**src/rtl/serial_subtractor_8b.sv**
```systemverilog
// serial_subtractor_8b: bit-serial a - b, LSB first, one borrow flop; result, borrow and signed overflow held after a done pulse.
module serial_subtractor_8b #(
    parameter int BIT = 8
) (
    input  logic           clk,
    input  logic           rst,
    input  logic           start,
    input  logic [BIT-1:0] a,
    input  logic [BIT-1:0] b,
    output logic           busy,
    output logic           done,
    output logic [BIT-1:0] diff,
    output logic           borrow,
    output logic           ovf
);
    localparam int CW = $clog2(BIT);
    localparam logic [CW-1:0] LAST = CW'(BIT - 1);
    typedef enum logic [1:0] {IDLE, RUN, DONE} state_t;
    state_t state, state_nx;
    logic [BIT-1:0] sa, sb, res;
    logic [CW-1:0] cnt;
    logic br, am, bm, d, br_nx, last;
    always_comb begin
        d = sa[0] ^ sb[0] ^ br;
        br_nx = (~sa[0] & sb[0]) | (~(sa[0] ^ sb[0]) & br);
        last = cnt == LAST;
        state_nx = state;
        state_nx = state == IDLE ? (start ? RUN : IDLE) :
                   state == RUN  ? (last ? DONE : RUN) : IDLE;
    end
    assign busy = state != IDLE;
    assign done = state == DONE;
    always_ff @(posedge clk) begin
        if (rst) begin
            state <= IDLE;
            sa <= '0;
            sb <= '0;
            res <= '0;
            cnt <= '0;
            br <= 1'b0;
            am <= 1'b0;
            bm <= 1'b0;
            diff <= '0;
            borrow <= 1'b0;
            ovf <= 1'b0;
        end else begin
            state <= state_nx;
            if (state == IDLE && start) begin
                sa <= a;
                sb <= b;
                am <= a[BIT-1];
                bm <= b[BIT-1];
                br <= 1'b0;
                cnt <= '0;
            end
            if (state == RUN) begin
                sa <= sa >> 1;
                sb <= sb >> 1;
                res <= {d, res[BIT-1:1]};
                br <= br_nx;
                cnt <= cnt + 1'b1;
                // the last bit-step lands straight in the held outputs; d is the result MSB
                if (last) begin
                    diff <= {d, res[BIT-1:1]};
                    borrow <= br_nx;
                    ovf <= (am ^ bm) & (am ^ d);
                end
            end
        end
    end
endmodule
```
**config.mk**
```make
export PLATFORM = sky130hd
export DESIGN_NAME = serial_subtractor_8b
export DESIGN_NICKNAME = d
export VERILOG_FILES = /design/src/rtl/serial_subtractor_8b.sv
export SDC_FILE = /design/constraint.sdc
export NUM_CORES = 1
export LEC_CHECK = 0
export BUFFER_PORTS_ARGS = -buffer_cell sky130_fd_sc_hd__buf_2
export CAP_MARGIN = 15
export CORE_UTILIZATION = 30
export CTS_CLUSTER_DIAMETER = 50
export DETAILED_ROUTE_END_ITERATION = 8
export GPL_TIMING_DRIVEN = 0
export PLACE_DENSITY_LB_ADDON = 0.15
export SYNTH_ARGS = -nofsm -noshare
export SYNTH_HDL_FRONTEND = slang
export SYNTH_SLANG_ARGS = --single-unit
```
**constraint.sdc**
```tcl
create_clock -name clk -period 1.6 [get_ports clk]
set_input_delay 0.16 -clock clk [delete_from_list [all_inputs] [get_ports clk]]
set_output_delay 0.16 -clock clk [all_outputs]
set_load 0.01 [all_outputs]
```
# Word level (Yosys, flattened, before mapping)

Index checks and enable logic that the tools add are counted.

Bits of input ports: 19
Register bits after elaboration: 42
Output and inout port bits: 12

Mux-type cells: 12
Bitwise logic cells: 10
Reduce and logical (&&, ||, !) cells: 6
Equality and inequality tests: 3
$add $sub $neg: 1

Operators by type and width:

| cell                  | count |
|---|---|
| $mux W7               | 4 |
| $mux W2               | 3 |
| $mux W3               | 2 |
| $reduce_bool A2 Y1    | 2 |
| $xor A1 B1 Y1         | 4 |
| $add A3 B1 Y3 const B | 1 |
| $and A1 B1 Y1         | 3 |
| $eq A3 B3 Y1 const B  | 1 |
| $mux W1               | 3 |
| $eq A2 B1 Y1 const B  | 1 |
| $eq A2 B2 Y1 const B  | 1 |
| $logic_not A2 Y1      | 1 |
| $not A1 Y1            | 2 |
| $reduce_and A2 Y1     | 1 |
| $reduce_or A2 Y1      | 1 |
| $logic_and A1 B1 Y1   | 1 |
| $or A1 B1 Y1          | 1 |

# Depth between registers and ports, before layout

Gate-level depths: netlist of run 1.

Word-level depth: 5
Depth in mapped cells: 6

# Least setup slack after synthesis of run 1

Ideal clock, no wire load.

Path kind: register to register
Start: register sb[0]
End: register ovf
Arrival time: 1.521 ns
Cell stages (with the launch flop): 5
Setup time: 0.091 ns
Setup slack: -0.012 ns
Period minus slack after synthesis: 1.612 ns
Cell sequence: dfxtp_1 inv_1 fa_1 or3b_2 a311oi_1

Cells in the longest elaborated chain, start to end: 4

RTL lines:

| element                     | line | RTL |
|---|---|---|
| from (decl)                 | 20   | `logic [BIT-1:0] sa, sb, res;` |
| from (signal assigned)      | 58   | `sb <= sb >> 1;` |
| $xor A1 B1 Y1 (2 in series) | 24   | `d = sa[0] ^ sb[0] ^ br;` |
| named net d                 | 22   | `logic br, am, bm, d, br_nx, last;` |
| $xor A1 B1 Y1               | 66   | `ovf <= (am ^ bm) & (am ^ d);` |
| $and A1 B1 Y1               | 66   |  |
| to (signal assigned)        | 66   |  |
| to (decl)                   | 14   | `output logic ovf` |

The timed path passes the listed nets, and every way through them passes these cells.
A chain may end at the register's enable or synchronous reset.

# Worst setup path after layout of run 1

Start: register state[0]
End: output port busy

Cells in the longest elaborated chain, start to end: 1

RTL lines:

| element                | line | RTL |
|---|---|---|
| from (decl)            | 19   | `state_t state, state_nx;` |
| from (signal assigned) | 47   | `state <= state_nx;` |
| $reduce_bool A2 Y1     | 31   | `assign busy = state != IDLE;` |
| to (decl)              | 10   | `output logic busy,` |

No other way between the ends.

==> impl_metrics.env, run 1 <==
export IMPL_vdd_ir_drop_max_v=0.000299
export IMPL_via_count=1331
export IMPL_relSlewSlack_pct=49.0
export IMPL_wl_per_cell_um=13.0
export IMPL_synthSimpleGateAreaFrac_pct=16.6
export IMPL_rr_worst_depth=4
export IMPL_grt_pass1_vias=1227
export IMPL_r2r_start="sb[0]"
export IMPL_worst_path_most_repeated_cell="buf_12"
export IMPL_synth_nets=203
export IMPL_dpl_cell_area_um2=2020
export IMPL_antenna_left=0
export IMPL_hp_start="a[7]"
export IMPL_grt_usage_pct=13.1
export IMPL_grt_pass1_wl_um=6150
export IMPL_fin_skew_ns=0.00660
export IMPL_clock_power_share_pct=32.4
export IMPL_crit_path_cell_trace="buf_12 > buf_12 > or2_2 > buf_6"
export IMPL_slew_violations=0
export IMPL_start_util_pct=31.9
export IMPL_routed_via_density=4.57
export IMPL_layout_drive_gt1_share_pct=32.9
export IMPL_synth_area_top_cells="dfxtp_1 (46%), mux2i_1 (10%), a211oi_2 (9.8%), nand2_1 (6.3%), a21oi_1 (4.2%)"
export IMPL_yosysWarnings=0
export IMPL_power_frac_comb_pct=13.9
export IMPL_slowest_stage="dfxtp_4"
export IMPL_n_antenna_cell=0
export IMPL_drt_initial_drc_count=49
export IMPL_antenna_found_initial=0
export IMPL_ios=31
export IMPL_min_to="am"
export IMPL_outcome="finished clean"
export IMPL_htreeDepth=2
export IMPL_yosysSeqAreaShare_pct=45.9
export IMPL_timing_worst_slew_pin_value_ns=0.765
export IMPL_drcViolationCount=0
export IMPL_grt_max_degree=12
export IMPL_crit_type="reg -> out"
export IMPL_totalWireLength_um=3800
export IMPL_dp_cells=282
export IMPL_die_y_um=79.2
export IMPL_p_leak_nw=0.844
export IMPL_fmaxAchievable_ghz=0.642
export IMPL_area_growth_pct=19.9
export IMPL_final_area_um2=2140
export IMPL_yosys_area_top_type="dfxtp_1"
export IMPL_synth_cell_types=30
export IMPL_r2r_setup_slack_ns=0.05
export IMPL_firstDrtPassIters=4
export IMPL_coreArea_um2=5610
export IMPL_finalSetupViolCount=0
export IMPL_synthAdderAreaFrac_pct=2.52
export IMPL_crit_required_ns=1.44
export IMPL_synth_seq_cells=41
export IMPL_die_w_um=79.2
export IMPL_switching_power_uw=530
export IMPL_synthMuxAreaShare_pct=10.1
export IMPL_netlist_area_um2=1790
export IMPL_row_count=27
export IMPL_synth_top_area_share_pct=45.9
export IMPL_cts_tree="built"
export IMPL_synth_compound_area_share_pct=18.1
export IMPL_pwr_share_seq_pct=53.7
export IMPL_numCtsBuffers=5
export IMPL_cts_root_buffer="clkbuf_8"
export IMPL_cp_start_kind="flop"
export IMPL_clk_latency_ns=0.30
export IMPL_slowest_delay_ns=0.38
export IMPL_internal_power_mw=1.51
export IMPL_cts_hold_buf=0
export IMPL_gp_congestion=0.661
export IMPL_hold_viol=0
export IMPL_period_minus_slack_ns=1.56
export IMPL_clockBufferDepth=2
export IMPL_synth_top_family_by_area="compound AO/OA/AOI/OAI gates"
export IMPL_power_total_mw=2.04
export IMPL_reg2reg_to="ovf"
export IMPL_period_share_pct=97.3
export IMPL_synthCells=181
export IMPL_finalNonFillerCells=291
export IMPL_ys_flop_type="dfxtp_1"
export IMPL_path_max_fanout=10
export IMPL_io_buffers=29
export IMPL_synth_async_sr_flop_share_pct=0
export IMPL_power_density_nw_per_um2=954
export IMPL_clock_sinks=41
export IMPL_end_kind="output pin"
export IMPL_p_sw_share_pct=25.9
export IMPL_hp_class="in -> reg"
export IMPL_arrival_ns=1.40
export IMPL_dieArea_um2=6270
export IMPL_finalNetCount=240
export IMPL_clkTransAtPathRegs_ns=0.08
export IMPL_holdPathStages=3
export IMPL_synth_xor_area_share_pct=0
export IMPL_synth_avg_cell_area_um2=9.87
export IMPL_synth_edf_count=0
export IMPL_max_cap_violations=0
export IMPL_dp_hpwl_um=2610
export IMPL_gr_total_overflow=0
## critical path: cells and delay by family, from the launching register on
family / cells / cell delay, ns
AND/OR/NAND/NOR: 1 / 0.30
flip-flops: 1 / 0.38
buffers and inverters: 3 / 0.42
## kinds of logic (layout without fill, tap and decap cells)
kind of cell / Yosys count / count (layout)
compound gates: 38 / 38
fa+ha+maj: 3 / 3
buf+inv: 16 / 54
flops: 41 / 41
mux: 18 / 18
simple gates: 65 / 65
## flip-flops by register name (all words and copies together) (netlist names)
name,count
br,1
cnt,3
am,1
state,2
borrow,1
bm,1
sa,8
ovf,1
res,7
sb,8
diff,8
## cells in the final DEF (no fill, tap or decap), drive strengths merged
cell      n
nand3b    2
o21bai    1
fa        1
nand2b    1
or2       1
nor3      1
ha        2
nand2    30
mux2i    18
buf      40
a21oi    15
nor2     25
a22oi     4
and3b     1
a311oi    1
dfxtp    41
a2bb2oi   1
o21ba     1
or3b      1
nor3b     1
clkbuf   11
nor2b     2
a211oi   15
inv       3
## metal layers
| layer | vias to the layer above | track usage, % | wire [µm] |
|---|---|---|---|
| met2 | 19 | 19.1 | 1680 |
| li1 | 692 | - | - |
| met3 | 6 | 3.56 | 132 |
| met5 | - | 0 | 0 |
| met4 | 0 | 6.00 | 69 |
| met1 | 614 | 17.8 | 1910 |
## power by group through the flow
stage	sequential [mW]	combinational, mW	clock, mW
after floorplan	1.11	0.203	0
final	1.10	0.284	0.663
after detailed placement	1.12	0.270	0
after global placement	1.12	0.267	0
after global routing	1.10	0.312	0.721
after CTS	1.10	0.282	0.692
## synth_stat cells, drive strengths merged (2+ instances only)
cell type  number
a21oi          15
a211oi         15
nor2           25
mux2i          18
dfxtp          41
a22oi           4
nand2          30
nand3b          2
clkbuf          3
buf            10
ha              2
inv             3
nor2b           2
## final cells by class
type,instances,area [µm²]
fillers,627,3470
plain buffers,13,119
clock buffers,8,80.1
repair buffers,30,159
flip-flops and latches,41,827
multi-input cells,124,856
inverters,3,11.3
well taps,72,90.1
## worst max-delay path by stage
stage | startpoint | cells past startpoint | to | slack, ns
floorplan | br | 4 | ovf | 0.04
global placement | sa[0] | 3 | ovf | -0.10
detailed placement | sa[0] | 3 | ovf | -0.09
CTS | sb[0] | 4 | ovf | 0.03
global route | state[0] | 4 | busy | -0.00002
finish | state[0] | 4 | busy | 0.04
## per-stage QoR
step / utilization (%) / setup WS (ns) / hold WS, ns / TNS [ns]
floorplan: - / 0.0364 / 0.307 / 0
global route: 38.2 / -0.0000235 / 0.132 / -0.0000235
finish: 38.2 / 0.0432 / 0.120 / 0
detailed placement: 36.1 / -0.0862 / 0.426 / -0.0862
CTS: 37.8 / 0.0254 / 0.111 / 0
global placement: 36.1 / -0.101 / 0.416 / -0.101
## timing repair
action                     CTS  global route
pin swaps                    2             0
setup endpoints to repair    2             2
setup buffers                1             0
resized for setup            6             5
(Power assumes the default switching activity.)
==> inputs of run 2 (changes only) <==
Settings changed: ABC_AREA set to 1.
==> run 2 against run 1 <==
  * Design area grew 6.4%
  * Non-clock buffer count shrank 1
  * Setup slack gained 0.13 ns
  * Critical path depth is the same
  * Total power grew 16%
  * Critical path type unchanged
  * Largest cell class unchanged
  * Largest power group unchanged
  * Highest routed layer unchanged
==> impl_metrics.env, run 2 <==
export IMPL_outcome="finished clean"
export IMPL_synth_area_top_cells="dfxtp_1 (43%), nand2_1 (18%), nor2_1 (9.7%), inv_1 (7.7%), nand3_1 (5.3%)"
export IMPL_cp_start_kind="flop"
export IMPL_utilization_pct=37.8
export IMPL_dp_hpwl_um=2980
export IMPL_coreArea_um2=6030
export IMPL_clockBufferDepth=2
export IMPL_synthCells=279
export IMPL_vdd_ir_drop_max_v=0.000483
export IMPL_crit_required_ns=1.44
export IMPL_layout_common_cells="nand2_1 (89), nor2_1 (49), dfxtp_1 (41)"
export IMPL_top_regs="diff: 8 flops, sa: 8 flops, sb: 8 flops"
export IMPL_max_cap_violations=0
export IMPL_grt_usage_pct=14.6
export IMPL_dieArea_um2=6660
export IMPL_startpoint="state[1]"
export IMPL_ys_flop_type="dfxtp_1"
export IMPL_synth_seq_cells=41
export IMPL_post_cts_resize_count=0
export IMPL_yosys_area_top_type="dfxtp_1"
export IMPL_row_count=28
export IMPL_p_leak_nw=1.20
export IMPL_r2r_start="sb[0]"
export IMPL_end_kind="output pin"
export IMPL_dp_slack_ns=0.251
export IMPL_hp_start="rst"
export IMPL_power_density_nw_per_um2=1040
export IMPL_synth_xor_area_share_pct=0
export IMPL_cts_tree="built"
export IMPL_synthAdderAreaFrac_pct=2.37
export IMPL_rsz0062_at_grt="no"
export IMPL_period_minus_slack_ns=1.43
export IMPL_yosysSeqAreaShare_pct=43.2
export IMPL_hp_class="in -> reg"
export IMPL_cts_hold_buf=0
export IMPL_grt_pass1_vias=1525
export IMPL_slew_violations=0
export IMPL_r2r_setup_slack_ns=0.25
export IMPL_layout_drive_gt1_share_pct=17.7
export IMPL_cts_root_buffer="clkbuf_8"
export IMPL_post_cts_buffers=0
export IMPL_setup_ws_ns=0.171
export IMPL_synth_async_sr_flop_share_pct=0
export IMPL_grt_pass1_wl_um=7290
export IMPL_netlist_area_um2=1900
export IMPL_n_antenna_cell=0
export IMPL_via_count=1686
export IMPL_seq_area_um2=821
export IMPL_synth_cell_types=24
export IMPL_yosysWarnings=0
export IMPL_synth_compound_area_share_pct=4.54
export IMPL_final_common_cell="nand2_1"
export IMPL_totalWireLength_um=4240
export IMPL_finalSetupTns_ns=0
export IMPL_multi_input_comb_area_um2=835
export IMPL_antenna_found_initial=0
export IMPL_synth_common_cells="nand2_1 (89), nor2_1 (49), dfxtp_1 (41)"
export IMPL_firstDrtPassIters=4
export IMPL_io_buffers=30
export IMPL_drcViolationCount=0
export IMPL_area_growth_pct=19.9
export IMPL_synthSimpleGateAreaFrac_pct=37.0
export IMPL_hold_viol=0
export IMPL_nFillCells=686
export IMPL_antenna_left=0
export IMPL_gr_total_overflow=0
export IMPL_clkTransAtPathRegs_ns=0.08
export IMPL_finalNonFillerCells=392
export IMPL_synth_avg_cell_area_um2=6.82
export IMPL_fmaxAchievable_ghz=0.700
export IMPL_ios=31
export IMPL_yosys_cell_count_top_type="nand2_1"
export IMPL_relSlewSlack_pct=66.8
export IMPL_finalSetupViolCount=0
export IMPL_clock_sinks=41
export IMPL_die_y_um=81.6
export IMPL_start_util_pct=31.6
export IMPL_arrival_ns=1.27
export IMPL_numCtsBuffers=5
export IMPL_timing_worst_slew_pin_value_ns=0.498
export IMPL_grt_max_degree=14
export IMPL_synth_top_family_by_area="simple AND/OR/NAND/NOR gates"
export IMPL_htreeDepth=2
export IMPL_synth_nets=301
export IMPL_gp_congestion=0.748
export IMPL_synthMuxAreaShare_pct=0
export IMPL_wl_per_cell_um=10.8
export IMPL_die_w_um=81.6
export IMPL_fin_skew_ns=0.00616
export IMPL_path_max_fanout=10
export IMPL_synth_edf_count=0
export IMPL_drt_initial_drc_count=73
export IMPL_finalNetCount=338
export IMPL_period_share_pct=89.3
export IMPL_clk_latency_ns=0.29
export IMPL_routed_via_density=4.30
export IMPL_dp_cells=384
export IMPL_power_total_mw=2.37
export IMPL_synth_top_area_share_pct=43.2
export IMPL_crit_type="reg -> out"
[run 2: cell count changes in the layout (fill, tap and decap cells not counted), moves of 4 or more]
cell | before | now
nand2_1 | 30 | 89
inv_1 | 2 | 39
nor2_1 | 19 | 49
nand3_1 | 0 | 20
mux2i_1 | 18 | 0
a211oi_2 | 14 | 0
a21oi_1 | 15 | 5
nor2_2 | 6 | 0
o22ai_1 | 0 | 6
a22oi_1 | 4 | 0
clkbuf_1 | 6 | 2
[run 2: critical path, stage by stage, from the launching register on]
cell	delay, ns
dfxtp_1	0.45
inv_2	0.10
buf_2	0.21
nor2_1	0.10
buf_2	0.13
[run 2: through the flow]
step	hold slack (ns)	area, µm²
floorplan	0.229	1900
global placement	0.381	2150
detailed placement	0.373	2150
CTS	0.0605	2280
global route	0.0671	2280
finish	0.0754	2280
[run 2: cell type report]
type                    count  share of cell area (%)
plain buffers              12                    3.95
clock buffers               5                    3.02
clock inverters             3                    2.85
inverters                  41                    6.86
multi-input cells         185                    36.6
flip-flops and latches     41                    36.0
well taps                  75                    4.12
repair buffers             30                    6.59
[run 2: report_power, final]
group / switching, mW / internal, mW
combinational: 0.176 / 0.110
clock: 0.369 / 0.620
sequential: 0.0257 / 1.07
total: 0.570 / 1.80
[run 2: worst paths after layout]
path                                  to  depth (start not counted)
worst max-delay path                done                          4
worst min-delay path            state[0]                          2
worst max register to register       ovf                          7
worst min register to register     sa[7]                          2
[run 2: cells by family (layout without fill, tap and decap cells)]
logic type               after synthesis  count (layout)
AND/OR/NAND/NOR                      167             167
buffers and inverters                 53              91
flip-flops                            41              41
AO/OA/AOI/OAI                         15              15
adder cells (fa/ha/maj)                3               3
[run 2: layer usage]
layer	GRT usage, %	share of wire, %	vias to the layer above
met5	0	0	-
met4	5.26	1.2	0
met3	3.11	3.3	5
met2	21.3	42	30
met1	21.0	53	733
li1	-	-	918
==> inputs of run 3 (changes only) <==
Settings changed: ABC_AREA 1 to 0, CORE_UTILIZATION 30 to 49, PLACE_DENSITY_LB_ADDON 0.15 to 0.3.
==> run 3 against run 2 <==
  * Via count fell by 21%
  * Clock skew rose by 0.00092 ns
  * Design area is 8.8% lower
  * Sequential cell count stayed put
  * Critical path depth unchanged
  * Clock-buffer cell count up 2
  * Setup slack worse by 0.16 ns
  * Combinational power is 8.7% lower
  * Critical path type is now reg -> reg
  * Largest cell class unchanged
  * Largest power group unchanged
  * Highest routed layer unchanged
==> impl_metrics.env, run 3 (synthesized netlist as in run 1, its figures left out) <==
export IMPL_outcome="finished clean"
export IMPL_clk_latency_ns=0.35
export IMPL_htreeDepth=2
export IMPL_final_area_um2=2080
export IMPL_top_layer_used="met4"
export IMPL_cp_start_kind="flop"
export IMPL_grt_pass1_wl_um=5630
export IMPL_gp_congestion=0.725
export IMPL_drt_initial_drc_count=21
export IMPL_dp_cells=256
export IMPL_wl_per_cell_um=12.1
export IMPL_dieArea_um2=3890
export IMPL_met3_length_um=127
export IMPL_crit_required_ns=1.86
export IMPL_cts_tree="built"
export IMPL_period_share_pct=99.2
export IMPL_arrival_ns=1.85
export IMPL_layout_drive_gt1_share_pct=33.8
export IMPL_grt_pass1_vias=1295
export IMPL_antenna_found_initial=0
export IMPL_clkTransAtPathRegs_ns=0.11
export IMPL_dp_slack_ns=-0.0495
export IMPL_vdd_ir_drop_max_v=0.000505
export IMPL_crit_type="reg -> reg"
export IMPL_p_leak_nw=0.841
export IMPL_power_frac_comb_pct=13.5
export IMPL_max_cap_violations=0
export IMPL_slowest_stage="fa_1"
export IMPL_numCtsBuffers=5
export IMPL_gr_total_overflow=0
export IMPL_timing_worst_slew_pin_value_ns=0.715
export IMPL_utilization_pct=60.8
export IMPL_holdPathStages=3
export IMPL_rsz0062_at_grt="yes"
export IMPL_nFillCells=322
export IMPL_cts_root_buffer="clkbuf_4"
export IMPL_hold_viol=0
export IMPL_dr_wl_met2_um=1440
export IMPL_routed_via_density=5.05
export IMPL_fin_skew_ns=0.00708
export IMPL_setup_ws_ns=0.0127
export IMPL_cts_hold_buf=0
export IMPL_p_sw_share_pct=25.1
export IMPL_via_count=1338
export IMPL_antenna_left=0
export IMPL_finalSetupViolCount=0
export IMPL_finalSetupTns_ns=0
export IMPL_rr_worst_depth=4
export IMPL_finalNonFillerCells=265
export IMPL_top_regs="diff: 8 flops, sa: 8 flops, sb: 8 flops"
export IMPL_dp_hpwl_um=2240
export IMPL_grt_usage_pct=18.4
export IMPL_crit_path_cell_trace="inv_2 > fa_1 > or3b_4 > a311oi_2"
export IMPL_r2r_setup_slack_ns=0.01
export IMPL_path_max_fanout=2
export IMPL_cp_top_family="adder cells"
export IMPL_ios=31
export IMPL_reg2reg_to="ovf"
export IMPL_totalWireLength_um=3220
export IMPL_period_minus_slack_ns=1.59
export IMPL_drcViolationCount=0
export IMPL_coreArea_um2=3420
export IMPL_switching_power_uw=488
export IMPL_end_kind="flop"
export IMPL_clock_sinks=41
export IMPL_die_w_um=62.4
export IMPL_wl_met1_um=1590
export IMPL_fmaxAchievable_ghz=0.630
export IMPL_min_to="bm"
export IMPL_path_buf_inv=1
export IMPL_hp_class="in -> reg"
export IMPL_power_total_mw=1.94
export IMPL_die_y_um=62.4
export IMPL_n_antenna_cell=0
export IMPL_hp_start="b[7]"
export IMPL_layout_common_cells="dfxtp_1 (38), buf_2 (31), nand2_1 (30)"
export IMPL_grt_max_degree=13
export IMPL_pwr_share_seq_pct=56.8
export IMPL_final_common_cell="dfxtp_1"
export IMPL_row_count=21
export IMPL_finalNetCount=240
export IMPL_clockBufferDepth=2
export IMPL_power_density_nw_per_um2=933
export IMPL_dpl_cell_area_um2=1990
export IMPL_firstDrtPassIters=4
export IMPL_relSlewSlack_pct=52.3
export IMPL_hold_ws_ns=0.0584
export IMPL_clock_power_share_pct=29.7
export IMPL_slowest_delay_ns=0.50
export IMPL_internal_power_mw=1.45
export IMPL_area_growth_pct=16.3
export IMPL_slew_violations=0
export IMPL_start_util_pct=52.3
export IMPL_io_buffers=29
export IMPL_r2r_start="br"
[run 3: cell types whose count changed in the layout (fill, tap and decap cells not counted), sizes merged, moves of 4 or more]
cell / change
a211oi: +15
a21oi: +10
a22oi: +4
inv: -38
mux2i: +18
nand2: -62
nand3: -21
nor2: -25
o21ai: -4
o22ai: -6
[run 3: worst min-delay path: stages]
cell and delay [ns]:
buf_2 0.09, mux2i_1 0.06, nor2_1 0.07
[run 3: timing repair]
action | in CTS | in global routing
setup endpoints to repair | 2 | 1
buffers inserted | 2 | 0
pin swaps | 2 | 2
resized for setup | 5 | 2
[run 3: area by class of cell]
cell class / count / area, µm² / share of cell area [%]
Multi-Input combinational cell: 124 / 853 / 41.1
Clock inverter: 1 / 5.00 / 0.241
Tap cell: 46 / 57.6 / 2.77
Timing Repair Buffer: 31 / 160 / 7.71
Inverter: 3 / 11.3 / 0.542
Sequential cell: 41 / 827 / 39.8
Buffer: 12 / 98.8 / 4.76
Clock buffer: 7 / 65.1 / 3.13
[run 3: layer usage]
metal,vias up,global-route usage [%]
li1,693,-
met1,612,24.2
met2,25,29.7
met3,8,3.28
met4,0,7.85
met5,-,0
[run 3: how the worst max path moves through the flow]
| stage | from | endpoint | cells after the start | slack, ns |
|---|---|---|---|---|
| final | br | ovf | 4 | 0.01 |
| after floorplan | br | ovf | 4 | 0.04 |
| after global routing | br | ovf | 4 | -0.04 |
| after CTS | sb[0] | ovf | 4 | -0.002 |
| after global placement | sa[0] | ovf | 3 | -0.08 |
| after detailed placement | br | ovf | 4 | -0.05 |
[run 3: power by group through the flow]
stage               logic [mW]  clock network [mW]  registers, mW
floorplan                0.203                   0           1.11
global placement         0.258                   0           1.12
detailed placement       0.261                   0           1.12
CTS                      0.265               0.591           1.10
global route             0.290               0.638           1.11
finish                   0.261               0.576           1.10
